## src/rtl/ball_motion.sv

```systemverilog
// ---------------------------------------------------------------------------
// ball_motion: Pong ball engine.
// It holds the ball at centre while idle, waits out a serve delay, then
// advances the ball once per frame_tick. It also handles wall bounces, paddle
// hits and misses.
//
// Ports:
//   clk_i           system clock
//   rst_i           synchronous, active-high reset
//   frame_tick_i    one-clk pulse per video frame; motion happens only here
//   ball_velocity_i pixels per frame from the difficulty selector, 0 = off
//   paddle_l_y_i    left paddle top y
//   paddle_r_y_i    right paddle top y
//   ball_x_o        ball top-left x (0..632)
//   ball_y_o        ball top-left y (0..472)
//   ball_active_o   high while the ball is in play (MOVE)
//   score_l_o       one-clk pulse: left player scored
//   score_r_o       one-clk pulse: right player scored
//
// Optional feature (macro BALL_SPEEDUP_EN): each paddle hit adds one to a
// boost counter that saturates at 3. The step becomes velocity + boost,
// saturating at 7. The boost is cleared whenever the ball is not in play.
// ---------------------------------------------------------------------------
module ball_motion #(
    parameter int unsigned H_RES        = 640,
    parameter int unsigned V_RES        = 480,
    parameter int unsigned BALL_SIZE    = 8,
    parameter int unsigned PADDLE_X_L   = 16,
    parameter int unsigned PADDLE_X_R   = 616,
    parameter int unsigned PADDLE_W     = 8,
    parameter int unsigned PADDLE_H     = 64,
    parameter int unsigned SERVE_FRAMES = 60
) (
    input  logic       clk_i,
    input  logic       rst_i,
    input  logic       frame_tick_i,
    input  logic [2:0] ball_velocity_i,
    input  logic [9:0] paddle_l_y_i,
    input  logic [9:0] paddle_r_y_i,
    output logic [9:0] ball_x_o,
    output logic [9:0] ball_y_o,
    output logic       ball_active_o,
    output logic       score_l_o,
    output logic       score_r_o
);

    localparam int unsigned PW  = 10;  // position register width
    localparam int unsigned AW  = 11;  // arithmetic width, one guard bit
    localparam int unsigned SCW = (SERVE_FRAMES > 1) ? $clog2(SERVE_FRAMES) : 1;

    localparam logic [PW-1:0]  CX         = PW'((H_RES - BALL_SIZE) / 2);
    localparam logic [PW-1:0]  CY         = PW'((V_RES - BALL_SIZE) / 2);
    localparam logic [AW-1:0]  X_MAX      = AW'(H_RES - BALL_SIZE);
    localparam logic [AW-1:0]  Y_MAX      = AW'(V_RES - BALL_SIZE);
    localparam logic [AW-1:0]  L_FACE     = AW'(PADDLE_X_L + PADDLE_W);
    localparam logic [AW-1:0]  R_FACE     = AW'(PADDLE_X_R);
    localparam logic [AW-1:0]  R_STOP     = AW'(PADDLE_X_R - BALL_SIZE);
    localparam logic [AW-1:0]  BSZ        = AW'(BALL_SIZE);
    localparam logic [AW-1:0]  PHT        = AW'(PADDLE_H);
    localparam logic [SCW-1:0] SERVE_LAST = SCW'(SERVE_FRAMES - 1);

    typedef enum logic [1:0] {
        S_IDLE   = 2'd0,
        S_SERVE  = 2'd1,
        S_MOVE   = 2'd2,
        S_SCORED = 2'd3
    } state_e;

    state_e          state_q;
    logic [PW-1:0]   x_q, y_q;
    logic            dir_left_q, dir_up_q;
    logic [SCW-1:0]  cnt_q;
    logic            score_l_q, score_r_q, active_q;

    // Candidate MOVE-step results for the current position
    logic [PW-1:0]   x_d, y_d;
    logic            dir_left_d, dir_up_d;
    logic            exit_left, exit_right;

    logic [AW-1:0]   x_w, y_w, v_w, pl_w, pr_w;
    logic            overlap_l, overlap_r, vel_zero;

    assign x_w      = AW'(x_q);
    assign y_w      = AW'(y_q);
    assign pl_w     = AW'(paddle_l_y_i);
    assign pr_w     = AW'(paddle_r_y_i);
    assign vel_zero = (ball_velocity_i == 3'd0);

`ifdef BALL_SPEEDUP_EN
    logic [1:0] boost_q;
    logic [3:0] v_sum;
    logic       paddle_hit;

    assign v_sum      = {1'b0, ball_velocity_i} + {2'b00, boost_q};
    assign v_w        = (v_sum > 4'd7) ? AW'(7) : AW'(v_sum);
    // Only a paddle hit flips the horizontal direction
    assign paddle_hit = (dir_left_d != dir_left_q);

    // Boost counter lives only while the ball is in play
    always_ff @(posedge clk_i) begin
        if (rst_i || (state_q != S_MOVE)) begin
            boost_q <= '0;
        end else if (frame_tick_i && !vel_zero && paddle_hit && (boost_q != 2'd3)) begin
            boost_q <= boost_q + 2'd1;
        end
    end
`else
    assign v_w = AW'(ball_velocity_i);
`endif

    // Vertical overlap uses the pre-step y
    assign overlap_l = ((y_w + BSZ) > pl_w) && (y_w < (pl_w + PHT));
    assign overlap_r = ((y_w + BSZ) > pr_w) && (y_w < (pr_w + PHT));

    // One frame of motion: walls, paddles, and misses
    always_comb begin
        y_d        = y_q;
        dir_up_d   = dir_up_q;
        x_d        = x_q;
        dir_left_d = dir_left_q;
        exit_left  = 1'b0;
        exit_right = 1'b0;

        if (dir_up_q) begin
            if (y_w < v_w) begin
                y_d      = '0;
                dir_up_d = 1'b0;
            end else begin
                y_d = PW'(y_w - v_w);
            end
        end else begin
            if ((y_w + v_w) > Y_MAX) begin
                y_d      = PW'(Y_MAX);
                dir_up_d = 1'b1;
            end else begin
                y_d = PW'(y_w + v_w);
            end
        end

        if (dir_left_q) begin
            if ((x_w >= L_FACE) && ((x_w - v_w) < L_FACE) && overlap_l) begin
                x_d        = PW'(L_FACE);
                dir_left_d = 1'b0;
            end else if (x_w < v_w) begin
                exit_left = 1'b1;
            end else begin
                x_d = PW'(x_w - v_w);
            end
        end else begin
            if (((x_w + BSZ) <= R_FACE) && ((x_w + v_w + BSZ) > R_FACE) && overlap_r) begin
                x_d        = PW'(R_STOP);
                dir_left_d = 1'b1;
            end else if ((x_w + v_w) > X_MAX) begin
                exit_right = 1'b1;
            end else begin
                x_d = PW'(x_w + v_w);
            end
        end
    end

    // Game state machine with registered outputs
    always_ff @(posedge clk_i) begin
        if (rst_i) begin
            state_q    <= S_IDLE;
            x_q        <= CX;
            y_q        <= CY;
            dir_left_q <= 1'b0;
            dir_up_q   <= 1'b0;
            cnt_q      <= '0;
            score_l_q  <= 1'b0;
            score_r_q  <= 1'b0;
            active_q   <= 1'b0;
        end else begin
            score_l_q <= 1'b0;
            score_r_q <= 1'b0;
            active_q  <= 1'b0;
            case (state_q)
                S_IDLE: begin
                    x_q   <= CX;
                    y_q   <= CY;
                    cnt_q <= '0;
                    if (!vel_zero) begin
                        state_q <= S_SERVE;
                    end
                end
                S_SERVE: begin
                    x_q <= CX;
                    y_q <= CY;
                    if (vel_zero) begin
                        state_q <= S_IDLE;
                    end else if (frame_tick_i) begin
                        if (cnt_q == SERVE_LAST) begin
                            state_q  <= S_MOVE;
                            active_q <= 1'b1;
                        end else begin
                            cnt_q <= cnt_q + SCW'(1);
                        end
                    end
                end
                S_MOVE: begin
                    if (vel_zero) begin
                        state_q <= S_IDLE;
                        x_q     <= CX;
                        y_q     <= CY;
                    end else if (frame_tick_i && (exit_left || exit_right)) begin
                        // Miss: recentre, serve toward the conceding player
                        state_q    <= S_SCORED;
                        x_q        <= CX;
                        y_q        <= CY;
                        score_r_q  <= exit_left;
                        score_l_q  <= exit_right;
                        dir_left_q <= exit_left;
                    end else begin
                        active_q <= 1'b1;
                        if (frame_tick_i) begin
                            x_q        <= x_d;
                            y_q        <= y_d;
                            dir_left_q <= dir_left_d;
                            dir_up_q   <= dir_up_d;
                        end
                    end
                end
                S_SCORED: begin
                    state_q <= S_SERVE;
                    cnt_q   <= '0;
                    x_q     <= CX;
                    y_q     <= CY;
                end
                default: begin
                    state_q <= S_IDLE;
                end
            endcase
        end
    end

    assign ball_x_o      = x_q;
    assign ball_y_o      = y_q;
    assign ball_active_o = active_q;
    assign score_l_o     = score_l_q;
    assign score_r_o     = score_r_q;

endmodule

```

## config.mk

```make
export PLATFORM = sky130hd
export DESIGN_NAME = ball_motion
export DESIGN_NICKNAME = d
export VERILOG_FILES = /design/src/rtl/ball_motion.sv
export SDC_FILE = /design/constraint.sdc
export NUM_CORES = 1
export LEC_CHECK = 0
export CORE_AREA = 2 2 93 95
export CTS_CLUSTER_DIAMETER = 30
export DETAILED_ROUTE_END_ITERATION = 6
export DIE_AREA = 0 0 95 97
export MAX_ROUTING_LAYER = met4
export PLACE_DENSITY = 0.86
export SLEW_MARGIN = 20
export SYNTH_ARGS = -nofsm -noshare
export SYNTH_HDL_FRONTEND = slang
export SYNTH_SLANG_ARGS = --single-unit
```

## constraint.sdc

```tcl
create_clock -name clk_i -period 4.7 [get_ports clk_i]
set_input_delay 1.41 -clock clk_i [delete_from_list [all_inputs] [get_ports clk_i]]
set_output_delay 1.41 -clock clk_i [all_outputs]
set_load 0.03 [all_outputs]
```

==> impl_metrics.tcl <==
set metrics [dict create \
    root_buffer "clkbuf_8" \
    outcome "finished, final reports clean" \
    wl_per_cell_um 17.5 \
    hpwl_um 10200 \
    numPortBuffers 48 \
    ys_types 73 \
    place_congestion 0.977 \
    coreArea_mm2 0.00813 \
    synth_edf_count 0 \
    clkTransAtPathRegs_ns 0.07 \
    antennaDiodeCount 0 \
    yosys.area.top_type "ha_1" \
    path_class "primary input to flop" \
    first_global_vias 4674 \
    async_flop_share_pct 0 \
    antenna_found_initial 0 \
    finalCritPeriodShare_pct 99.1 \
    ys_seq_area_share_pct 15.7 \
    dp_slack_ns -0.624 \
    clock_latency_ns 0.29 \
    power_leakage_uw 0.00230 \
    finalHoldViolCount 0 \
    layout.nets 750 \
    ys.flop_type "dfxtp_1" \
    yosysMostFrequentCell "ha_1" \
    crit_chain "buf_2, ha_4, fa_2, nor2b_1, or2_1, nand2_2, xnor2_2, ha_1, nor3b_2, a211o_1, mux2i_1, a221oi_2, a211oi_2, o21bai_2, nor3_2, or4b_1, a21oi_1" \
    numCtsBuffers 5 \
    die_x_um 95 \
    cp.arrival_ns 4.87 \
    cts_num_sinks 33 \
    ys_seq_elements 33 \
    tightest_slew_ns 0.783 \
    worst_setup_path_end_kind "flop" \
    finalMaxSlewViolations 0 \
    start_util_pct 51.7 \
    clock-skew-final_ns 0.00727 \
    cp_max_fo 3 \
    viasPerCell 6.30 \
    htree_num_levels 2 \
    row_count 33 \
    syn-instance-count 572 \
    crit_path_top_delay_cell "or4b_1" \
    worstPathRequired_ns 4.92 \
    ys_warn_count 0 \
    syn_area_mm2 0.00421 \
    syn-num-nets 658 \
    gr-usage-all-layers_pct 29.7 \
    post-route-drc-count 0 \
    setup_viol 0 \
    irDropWorstVdd_mv 0.263 \
    syn_area_per_cell_um2 7.36 \
    timing.slew.headroom_pct 47.7 \
    fillerInstances 674 \
    grt-ovfl-total 0 \
    synth_top_area_share_pct 16.6 \
    ios 49 \
    place_area_mm2 0.00511 \
    powerDensity_mw_per_mm2 186 \
    fmax_mhz 215 \
    drtPass1Iterations 5 \
    grt_pass1_wl_um 21800 \
    stdcell_area_mm2 0.00538 \
    grt_max_degree 20 \
    die_area_mm2 0.00922 \
    final_layout_size_suffix_gt1_share_pct 14.9 \
    drt_iter0_markers 453 \
    synthTopCellsByCount "ha_1 (56), nand2_1 (52), nor2_1 (49)" \
    routed_wirelength_um 13500 \
    syn2layout_area_growth_pct 27.7 \
    period_needed_ns 4.66 \
    cts_tree "done" \
    setup_slack_ns 0.0446 \
    synthTopCellsByArea "ha_1 (17%), dfxtp_1 (16%), nand2_1 (4.6%)" \
    cpPeakStageDelay_ns 0.54 \
    drv_cap 0 \
    hold_class "flop to flop" \
    antenna_left 0 \
    clock_path_buffers 2 \
    fp.dieH_um 97 \
    vias 4851 \
    start_kind "primary input" \
]
-- area by class of cell --
| type | count | area [um2] | share of cell area (%) |
|---|---|---|---|
| inverter | 46 | 173 | 3.21 |
| clock buffer | 6 | 82.6 | 1.54 |
| multi-input combinational | 467 | 3350 | 62.3 |
| tap | 105 | 131 | 2.44 |
| timing repair buffer | 111 | 945 | 17.6 |
| clock inverter | 2 | 37.5 | 0.698 |
| sequential | 33 | 661 | 12.3 |
-- per-layer routing --
layer	vias up	part of all wire (%)	GRT usage, %
met3	52	7.7	4.13
met4	0	3.9	9.81
li1	2271	-	-
met2	271	48	48.3
met5	-	0	-
met1	2257	41	37.6
-- power by group --
group	total [uW]	internal [uW]	switching (uW)	leakage (uW)
logic	404	176	228	0.00197
clock network	284	172	112	0.0000574
registers	310	291	19.3	0.000267
total	999	639	360	0.00230
-- cells in the final DEF, fill, tap and decap left out, types with 3 or more instances in the layout --
master / synthesis / routed
buf_4: 1 / 62
ha_1: 56 / 54
nand2_1: 52 / 51
nor2_1: 49 / 48
clkdlybuf4s50_1: 0 / 45
inv_1: 44 / 43
a21oi_1: 34 / 34
dfxtp_1: 33 / 33
o21ai_0: 29 / 28
nand3_1: 26 / 26
xor2_1: 16 / 16
xnor2_1: 18 / 16
nor3_1: 17 / 15
a21o_1: 10 / 10
and3_1: 9 / 9
nor2b_1: 8 / 8
nor4_1: 8 / 8
or3_1: 8 / 8
nand4_1: 7 / 7
o22ai_1: 7 / 7
o211ai_1: 7 / 7
nand2b_1: 6 / 6
a31oi_1: 6 / 6
o21ai_1: 6 / 6
clkbuf_8: 0 / 6
a311oi_1: 6 / 5
and2_1: 4 / 4
a211oi_1: 5 / 4
a211o_1: 4 / 4
o2111ai_1: 4 / 4
a32oi_1: 4 / 4
mux2i_1: 3 / 3
or2_2: 3 / 3
a22oi_1: 3 / 3
a21boi_0: 3 / 3
a2bb2oi_1: 3 / 3
fa_1: 4 / 3
-- registers in the layout, summed over array words and instances, names as in the netlist --
signal	cells
ball_x_o	10
dir_left_q	1
dir_up_q	1
cnt_q	6
score_l_o	1
ball_y_o	10
score_r_o	1
state_q	2
ball_active_o	1
-- what timing repair did --
| action | 4_1_cts | 5_1_grt |
|---|---|---|
| gates resized for setup | 12 | 13 |
| cloned | 0 | 1 |
| pin swaps | 13 | 12 |
| hold buffers | 0 | 0 |
| buffers inserted | 6 | 3 |
| endpoints found under the setup margin | 26 | 26 |
-- kinds of logic (layout without fill, tap and decap cells) --
group,Yosys count,after routing,synth area share (%)
AND/OR/NAND/NOR,211,211,25.0
adder cells (fa/ha/maj),60,60,18.5
AO/OA/AOI/OAI,159,159,26.1
buffers and inverters,72,165,6.87
XOR/XNOR,34,34,7.07
flip-flops,33,33,15.7
multiplexers,3,3,0.713
-- critical path: cells and delay by family --
| kind | cells | cell delay [ns] |
|---|---|---|
| AOI/OAI and AO/OA | 5 | 0.91 |
| buffers and inverters | 1 | 0.13 |
| and+or+nand+nor | 6 | 1.35 |
| muxes | 1 | 0.09 |
| xor gates and xnor gates | 1 | 0.09 |
| adders and majority gates | 3 | 0.89 |
-- stage by stage --
step	total power (uW)	TNS, ns	hold slack [ns]	cells	utilization [%]
2_1_floorplan	561	-0.00632	0.458	572	-
3_3_place_gp	674	-9.60	0.471	752	62.8
3_5_place_dp	694	-12.63	0.486	752	62.9
4_1_cts	980	0	0.499	766	65.2
5_1_grt	1050	-0.629	0.553	770	66.1
6_report	999	0	0.502	770	66.1
-- worst paths after layout --
check,start,slack [ns],cells after the start,end
worst max-delay path,ball_velocity_i[0],0.04,17,ball_x_o[0]
worst min-delay path,cnt_q[5],0.50,2,cnt_q[5]
worst max register to register,ball_y_o[4],0.86,15,ball_y_o[6]
worst min register to register,cnt_q[5],0.50,2,cnt_q[5]
Note: power is estimated with default switching activity, not from simulation.
